`config.mk`:
```
export PLATFORM = sky130hd
export DESIGN_NAME = bitrev_reorder_flat
export DESIGN_NICKNAME = d
export VERILOG_FILES = /design/src/rtl/fft_pkg.sv /design/src/rtl/bitrev_reorder_if.sv /design/src/rtl/reorder_ram.sv /design/src/rtl/bitrev_reorder.sv /design/src/flat_wrapper.sv
export SDC_FILE = /design/constraint.sdc
export NUM_CORES = 1
export LEC_CHECK = 0
export CORE_UTILIZATION = 55
export CTS_CLUSTER_DIAMETER = 40
export DETAILED_ROUTE_END_ITERATION = 8
export PLACE_DENSITY_LB_ADDON = 0.2
export SLEW_MARGIN = 10
export SYNTH_ARGS = -nofsm -noshare
export SYNTH_HDL_FRONTEND = slang
export SYNTH_SLANG_ARGS = --single-unit
```
`constraint.sdc`:
```
create_clock -name clk -period 4.24 [get_ports clk]
set_input_delay 1.272 -clock clk [delete_from_list [all_inputs] [get_ports clk]]
set_output_delay 1.272 -clock clk [all_outputs]
set_load 0.02 [all_outputs]
```
`src/rtl/fft_pkg.sv`:
```
// Shared FFT pipeline definitions: output-reader state and the bit-reverse helper
// used for both the reorder buffer and shuffle-index generation.
package fft_pkg;

  localparam int BR_MAX_W = 16;

  typedef enum logic {
    IDLE = 1'b0,
    READ = 1'b1
  } rd_state_e;

  // Reverses the low n bits of v; bits at and above n are returned as zero.
  function automatic logic [BR_MAX_W-1:0] bitrev(input logic [BR_MAX_W-1:0] v,
                                                 input int n);
    logic [BR_MAX_W-1:0] r;
    r = '0;
    for (int i = 0; i < BR_MAX_W; i++) begin
      if (i < n) r[i] = v[n-1-i];
    end
    return r;
  endfunction

endpackage

```
`src/rtl/bitrev_reorder_if.sv`:
```
// Sample stream bundle for the bit-reverse reorder stage: bit-reversed input side
// and natural-order output side.
interface bitrev_reorder_if #(
  parameter int N = 3,
  parameter int W = 16
);

  logic                in_valid;
  logic signed [W-1:0] in_re;
  logic signed [W-1:0] in_im;
  logic                out_valid;
  logic signed [W-1:0] out_re;
  logic signed [W-1:0] out_im;
  logic [N-1:0]        out_idx;
  logic                out_last;

  modport master (
    output in_valid, in_re, in_im,
    input  out_valid, out_re, out_im, out_idx, out_last
  );

  modport slave (
    input  in_valid, in_re, in_im,
    output out_valid, out_re, out_im, out_idx, out_last
  );

endinterface

```
`src/rtl/reorder_ram.sv`:
```
// Simple dual-port frame buffer: one write port, one registered read port whose
// output holds when no read is issued.
module reorder_ram #(
  parameter int AW = 4,
  parameter int DW = 32
) (
  input  logic          clk,
  input  logic          rst,
  input  logic          i_we,
  input  logic [AW-1:0] i_waddr,
  input  logic [DW-1:0] i_wdata,
  input  logic          i_re,
  input  logic [AW-1:0] i_raddr,
  output logic [DW-1:0] o_rdata
);

  logic [DW-1:0] r_mem [0:(1<<AW)-1];
  logic [DW-1:0] r_rdata_p1;

  always_ff @(posedge clk) begin
    if (i_we) r_mem[i_waddr] <= i_wdata;
  end

  // read data register is cleared so the block's data outputs reset to zero
  always_ff @(posedge clk or posedge rst) begin
    if (rst) begin
      r_rdata_p1 <= '0;
    end else if (i_re) begin
      r_rdata_p1 <= r_mem[i_raddr];
    end
  end

  assign o_rdata = r_rdata_p1;

endmodule

```
`src/rtl/bitrev_reorder.sv`:
```
// Double-buffered reorder stage: captures each bit-reversed SDF output frame and
// replays it in natural frequency order.
module bitrev_reorder
  import fft_pkg::*;
#(
  parameter int N = 3,
  parameter int W = 16
) (
  input  logic            clk,
  input  logic            rst,
  bitrev_reorder_if.slave io
);

  localparam logic [N-1:0] LAST_ADDR = '1;

  logic [N-1:0] r_wr_cnt;
  logic         r_wr_bank;
  logic [1:0]   r_full;
  rd_state_e    r_state;
  logic [N-1:0] r_rd_addr;
  logic         r_rd_bank;
  logic         r_vld_p1;
  logic [N-1:0] r_idx_p1;
  logic         r_last_p1;

  logic           w_wr_wrap;
  logic           w_rd_wrap;
  logic           w_rd_en;
  logic [1:0]     w_set_full;
  logic [1:0]     w_clr_full;
  logic [N-1:0]   w_wr_addr_br;
  logic [N:0]     w_wr_addr;
  logic [N:0]     w_rd_addr;
  logic [2*W-1:0] w_wdata;
  logic [2*W-1:0] w_rdata;

  assign w_wr_wrap    = io.in_valid && (r_wr_cnt == LAST_ADDR);
  assign w_rd_wrap    = (r_state == READ) && (r_rd_addr == LAST_ADDR);
  assign w_rd_en      = (r_state == READ);
  assign w_set_full   = w_wr_wrap ? (2'b01 << r_wr_bank) : 2'b00;
  assign w_clr_full   = w_rd_wrap ? (2'b01 << r_rd_bank) : 2'b00;
  assign w_wr_addr_br = N'(bitrev(BR_MAX_W'(r_wr_cnt), N));
  assign w_wr_addr    = {r_wr_bank, w_wr_addr_br};
  assign w_rd_addr    = {r_rd_bank, r_rd_addr};
  assign w_wdata      = {io.in_re, io.in_im};

  // Write side: scatter into the current bank at bit-reversed addresses
  always_ff @(posedge clk or posedge rst) begin
    if (rst) begin
      r_wr_cnt  <= '0;
      r_wr_bank <= 1'b0;
    end else if (io.in_valid) begin
      r_wr_cnt <= r_wr_cnt + 1'b1;
      if (w_wr_wrap) r_wr_bank <= ~r_wr_bank;
    end
  end

  // Writer sets and reader clears always target different banks, so both apply
  always_ff @(posedge clk or posedge rst) begin
    if (rst) begin
      r_full <= 2'b00;
    end else begin
      r_full <= (r_full & ~w_clr_full) | w_set_full;
    end
  end

  // Read side: sequential replay, then the p1 stage aligned with RAM read data
  always_ff @(posedge clk or posedge rst) begin
    if (rst) begin
      r_state   <= IDLE;
      r_rd_addr <= '0;
      r_rd_bank <= 1'b0;
      r_vld_p1  <= 1'b0;
      r_idx_p1  <= '0;
      r_last_p1 <= 1'b0;
    end else begin
      r_vld_p1  <= (r_state == READ);
      r_idx_p1  <= r_rd_addr;
      r_last_p1 <= w_rd_wrap;
      case (r_state)
        IDLE: begin
          if (r_full[r_rd_bank]) begin
            r_state   <= READ;
            r_rd_addr <= '0;
          end
        end
        READ: begin
          r_rd_addr <= r_rd_addr + 1'b1;
          if (w_rd_wrap) begin
            r_rd_bank <= ~r_rd_bank;
            r_state   <= r_full[~r_rd_bank] ? READ : IDLE;
          end
        end
        default: r_state <= IDLE;
      endcase
    end
  end

  reorder_ram #(
    .AW(N + 1),
    .DW(2 * W)
  ) u_ram (
    .clk    (clk),
    .rst    (rst),
    .i_we   (io.in_valid),
    .i_waddr(w_wr_addr),
    .i_wdata(w_wdata),
    .i_re   (w_rd_en),
    .i_raddr(w_rd_addr),
    .o_rdata(w_rdata)
  );

  assign io.out_valid = r_vld_p1;
  assign io.out_idx   = r_idx_p1;
  assign io.out_last  = r_last_p1;
  assign io.out_re    = w_rdata[2*W-1:W];
  assign io.out_im    = w_rdata[W-1:0];

endmodule

```
`src/flat_wrapper.sv`:
```
// flat-port wrapper written by rule: the top's interface ports become plain ports
module bitrev_reorder_flat import fft_pkg::*;
#(
  parameter int N = 3,
  parameter int W = 16
)
  (clk, rst, io_in_valid, io_in_re, io_in_im, io_out_valid, io_out_re, io_out_im, io_out_idx, io_out_last);
  bitrev_reorder_if #(.N(N), .W(W)) io_i ();
  input  logic clk;
  input  logic rst;
  input wire logic [$bits(io_i.in_valid)-1:0] io_in_valid;
  input wire logic [$bits(io_i.in_re)-1:0] io_in_re;
  input wire logic [$bits(io_i.in_im)-1:0] io_in_im;
  output wire logic [$bits(io_i.out_valid)-1:0] io_out_valid;
  output wire logic [$bits(io_i.out_re)-1:0] io_out_re;
  output wire logic [$bits(io_i.out_im)-1:0] io_out_im;
  output wire logic [$bits(io_i.out_idx)-1:0] io_out_idx;
  output wire logic [$bits(io_i.out_last)-1:0] io_out_last;
  assign io_i.in_valid = io_in_valid;
  assign io_i.in_re = io_in_re;
  assign io_i.in_im = io_in_im;
  assign io_out_valid = io_i.out_valid;
  assign io_out_re = io_i.out_re;
  assign io_out_im = io_i.out_im;
  assign io_out_idx = io_i.out_idx;
  assign io_out_last = io_i.out_last;
  bitrev_reorder #(.N(N), .W(W)) u_core (.clk(clk), .rst(rst), .io(io_i));
endmodule
```
Yosys cells after proc, flatten, opt, wreduce, memory -nomap -nowiden
Memories as Yosys holds them, arrays and structs flattened. A register that Yosys moved wholly into a read port is not among the register bits.
Index checks and enable logic that the tools add are counted.
W data, S select, Z words.

word-level totals
  memories = 1
  RAM bits = 512
  register bits after elaboration = 16
  output and inout bits = 37
  logic and storage cells = 43

cells by class
  multiplexer cells = 14
  $lt $le $gt $ge = 2
  bitwise gates (word level) = 6
  shift-type cells = 2
  equality and inequality tests = 3
  add/subtract/negate cells = 2
  reduce and logical (&&, ||, !) cells = 4

memories
  name                words  bits a word  read ports  clocked after memory_dff  wr ports  RTL line           text
  u_core.u_ram.r_mem  16     32           1           1                         1         reorder_ram.sv:17  logic [DW-1:0] r_mem [0:(1<<AW)-1];

operators with widths
  cell                   number
  $mux W1                9
  $add A3 B1 Y3 const B  2
  $eq A3 B3 Y1 const B   2
  $pmux W3 S2            1
  $lt A1 B2 Y1 const B   2
  $mux W2                2
  $reduce_and A2 Y1      2
  $shl A1 B1 Y2 const A  2
  $mux W3                1
  $not A1 Y1             3
  $and A2 B2 Y2          1
  $logic_and A1 B1 Y1    2
  $ne A2 B1 Y1 const B   1
  $not A2 Y2             1
  $or A2 B2 Y2           1
  $pmux W1 S2            1

Longest topological paths before layout
  depth after elaboration = 6
  mapped depth = 6

Hierarchy
From an unflattened synthesis, not the netlist that was laid out.

unflattened totals
  cells, all modules = 925
  area, all modules = 21383.0 µm²

by module, submodules not included
  module          cells each  area each (µm²)  instances
  reorder_ram     877         20724.9          1
  bitrev_reorder  48          658.1            1

Worst setup path after synthesis
Ideal clock, no wire load.

  path type = in2reg
  start = input io_in_valid
  end = memory u_core.u_ram.r_mem[0][0], enable pin
  stages = 3
  setup time = 461 ps
  setup slack = -480 ps
  data arrival time = 4259 ps
  cell sequence = clkbuf_1 or3b_2 nor3_1

between the ends
  longest elaborated chain between the ends = 2

ends and longest elaborated chain
  item                           RTL line            text
  from (decl)                    flat_wrapper.sv:11  input wire logic [$bits(io_i.in_valid)-1:0] io_in_valid;
  $mux W1                        reorder_ram.sv:21   if (i_we) r_mem[i_waddr] <= i_wdata;
  $mux W1 (not written as such)  reorder_ram.sv:21
  to (decl)                      reorder_ram.sv:17

No other way between the ends.

Worst setup path in the final report
  start = input io_in_valid
  end = memory u_core.u_ram.r_mem[4][16], enable pin

The elaborated chain is that of the path after synthesis.

==> impl_metrics.yaml <==
status:
  status: "complete, no violations"
die:
  rows: 71
  dieArea_mm2: 0.0395
  start_util: 0.562
  pin_count: 72
  die_w_um: 199
  core-area_mm2: 0.0379
  die_h_um: 199
route:
  via_count: 9749
  drcViolationCount: 0
  antenna_left: 0
  drt_wl_total_mm: 44.5
  vias_per_cell: 6.06
  drt-pass1-iter-count: 5
  wl_per_cell_um: 27.7
  drt_iter0_markers: 625
cells_and_area:
  nFillCells: 2447
  final_common_cell: "edfxtp_1"
  final_cell_mix: "edfxtp_1, mux4_2, clkdlybuf4s50_1"
  drive_gt1_frac: 0.288
  antennaDiodeCount: 0
  seq_area_mm2: 0.0166
  multi_input_area_mm2: 0.00448
  final_nets: 1084
  final_util: 0.654
  synthToLayoutAreaGrowth_pct: 16.3
timing:
  post-route-period-util: 0.697
  max_freq_ghz: 0.338
  finClkSkew_ns: 0.0175
  rsz0062_at_grt: "false"
  hold_violations: 0
  max-slew-margin-rel: 0.317
  fin_crit_ns: 2.96
  setup_slack_ns: 1.28
  slew_violations: 0
  fin_setup_tns_ns: 0
  worst_slew_pin_slew_ns: 1.02
  fin_hold_ws_ns: 0.536
  setup_viol: 0
synth:
  synth_cells: 926
  ys_seq_area_frac: 0.778
  synth_seq_cells: 560
  synth.distinct_cells: 32
  syn_area_per_cell_um2: 23.0
  yosysWarningCount: 0
  synthesis.nets: 965
  netlist_area_mm2: 0.0213
global_routing:
  grt_pass1_wl_mm: 65.6
  first_global_vias: 10000
  grt_usage: 0.236
  grt_overflow: 0
  antenna_found_initial: 0
  grt_start_max_net_pins: 45
power:
  power_mw: 17.3
  power_density_mw_per_mm2: 696
  vdd_drop_max_mv: 0.427
  p_leak_nw: 7.99
placed_design:
  io_buffers: 71
  dp_hpwl_mm: 27.2
  pre_cts_slack_ns: 0.686
  gp_congestion: 0.793
clock_tree:
  clock_path_buffers: 3
  cts_setup_buffers: 0
  clock_sinks: 560
  cts_made_buffers: 61
  cts_root_buffer: "clkbuf_16"
  htreeDepth: 2
  holdBufCountCts: 0
  clk_pin_slew_ns: 0.06
  cts_tree: "done"
  clk-insertion-delay-late_ns: 0.61
  cts_resized: 0
worst_hold_path:
  hold_class: "register to register"
setup_path:
  cp-end-kind: "register"
  slowest_delay_ns: 0.69
  cp_slowest_cell: "clkdlybuf4s50_1"
  start_kind: "input port"
  required_ns: 4.47
  cp_data_arrival_time_ns: 3.19
  path_cells: "clkdlybuf4s50_1 > or3b_2 > nor2_4 > buf_4"
  cp_max_fo: 32
  critPathKind: "input port to register"
run:
  drv_cap: 0
critical path: cells and delay by family:
kind,cells,cell delay (ns)
buf+inv,2,1.14
simple gates,2,0.75
kinds of logic after synthesis:
family                   Yosys count  share of synthesized area
multiplexers                     165                      0.154
adder cells (fa/ha/maj)            4                    0.00235
AO/OA/AOI/OAI                     70                     0.0330
flip-flops                       560                      0.778
XOR/XNOR                           3                    0.00123
AND/OR/NAND/NOR                   67                     0.0134
buffers and inverters             57                     0.0188
Yosys cell counts:
cell	n	share of area
mux4_1	5	0.0062
nand3b_1	2	0.00070
ha_1	4	0.0023
nand3_1	2	0.00047
clkbuf_1	21	0.0037
mux2_2	2	0.0011
xor2_1	1	0.00041
a221oi_2	30	0.021
o22ai_1	32	0.0094
nand2_1	8	0.0014
mux2i_1	35	0.016
nor2b_1	1	0.00029
buf_6	11	0.0058
mux4_2	123	0.13
or3b_2	1	0.00041
nand2b_1	3	0.00088
edfxtp_1	512	0.72
xnor2_1	2	0.00082
and2_1	1	0.00029
buf_12	1	0.00094
buf_8	4	0.0028
a221oi_1	2	0.00082
a21oi_1	1	0.00023
o21ai_0	4	0.00094
nor2_1	44	0.0077
inv_1	2	0.00035
a32o_1	1	0.00047
dfrtp_1	48	0.056
buf_2	10	0.0023
or2_1	1	0.00029
nor3_1	4	0.00094
buf_4	8	0.0028
registers in the layout, summed over array words and instances (netlist names):
name / count
u_core.u_ram.r_mem: 512
u_core.u_ram.o_rdata: 32
u_core.io.out_idx: 3
u_core.r_rd_addr: 3
u_core.r_wr_cnt: 3
u_core.r_full: 2
u_core.io.out_last: 1
u_core.io.out_valid: 1
u_core.r_rd_bank: 1
u_core.r_state: 1
u_core.r_wr_bank: 1
through the flow:
stage                     cell area [um^2]  cells
after global routing                 24800   1608
after detailed placement             22800   1493
after CTS                            24800   1608
after floorplan                      21300    926
final                                24800   1608
after global placement               22800   1493
final timing paths:
path | depth (start not counted) | startpoint | slack (ns) | to
worst min-delay path | 2 | u_core.r_full[0]$_DFF_PP0_ | 0.54 | u_core.r_full[0]$_DFF_PP0_
max in group asynchronous | 3 | rst | 2.19 | u_core.u_ram.o_rdata[23]$_DFFE_PP0P_
worst min register to register | 2 | u_core.r_full[0]$_DFF_PP0_ | 0.54 | u_core.r_full[0]$_DFF_PP0_
min in group asynchronous | 2 | rst | 1.22 | u_core.u_ram.o_rdata[20]$_DFFE_PP0P_
worst max register to register | 4 | u_core.r_rd_addr[1]$_DFFE_PP0P_ | 1.64 | u_core.u_ram.o_rdata[22]$_DFFE_PP0P_
worst max-delay path | 4 | io_in_valid | 1.28 | u_core.u_ram.r_mem[4][16]$_DFFE_PP_
layer usage:
layer,share of wire,up-vias,GRT usage
met2,0.51,342,0.394
met4,0.048,0,0.125
met5,0,-,0
li1,-,4184,-
met1,0.39,5130,0.305
met3,0.049,93,0.0329
where the power goes:
part / total [mW] / internal [mW] / switching (mW) / leakage (nW)
logic: 4.67 / 2.23 / 2.44 / 1.84
clock network: 5.20 / 3.08 / 2.11 / 0.979
registers: 7.39 / 6.79 / 0.599 / 5.17
final cells by class:
cell class / instances / area share
Multi-Input combinational cell: 309 / 0.181
Inverter: 2 / 0.000303
Tap cell: 511 / 0.0258
Timing Repair Buffer: 111 / 0.0428
Clock buffer: 81 / 0.0687
Sequential cell: 560 / 0.669
Clock inverter: 34 / 0.0128
Note: power is estimated with default switching activity, not from simulation.
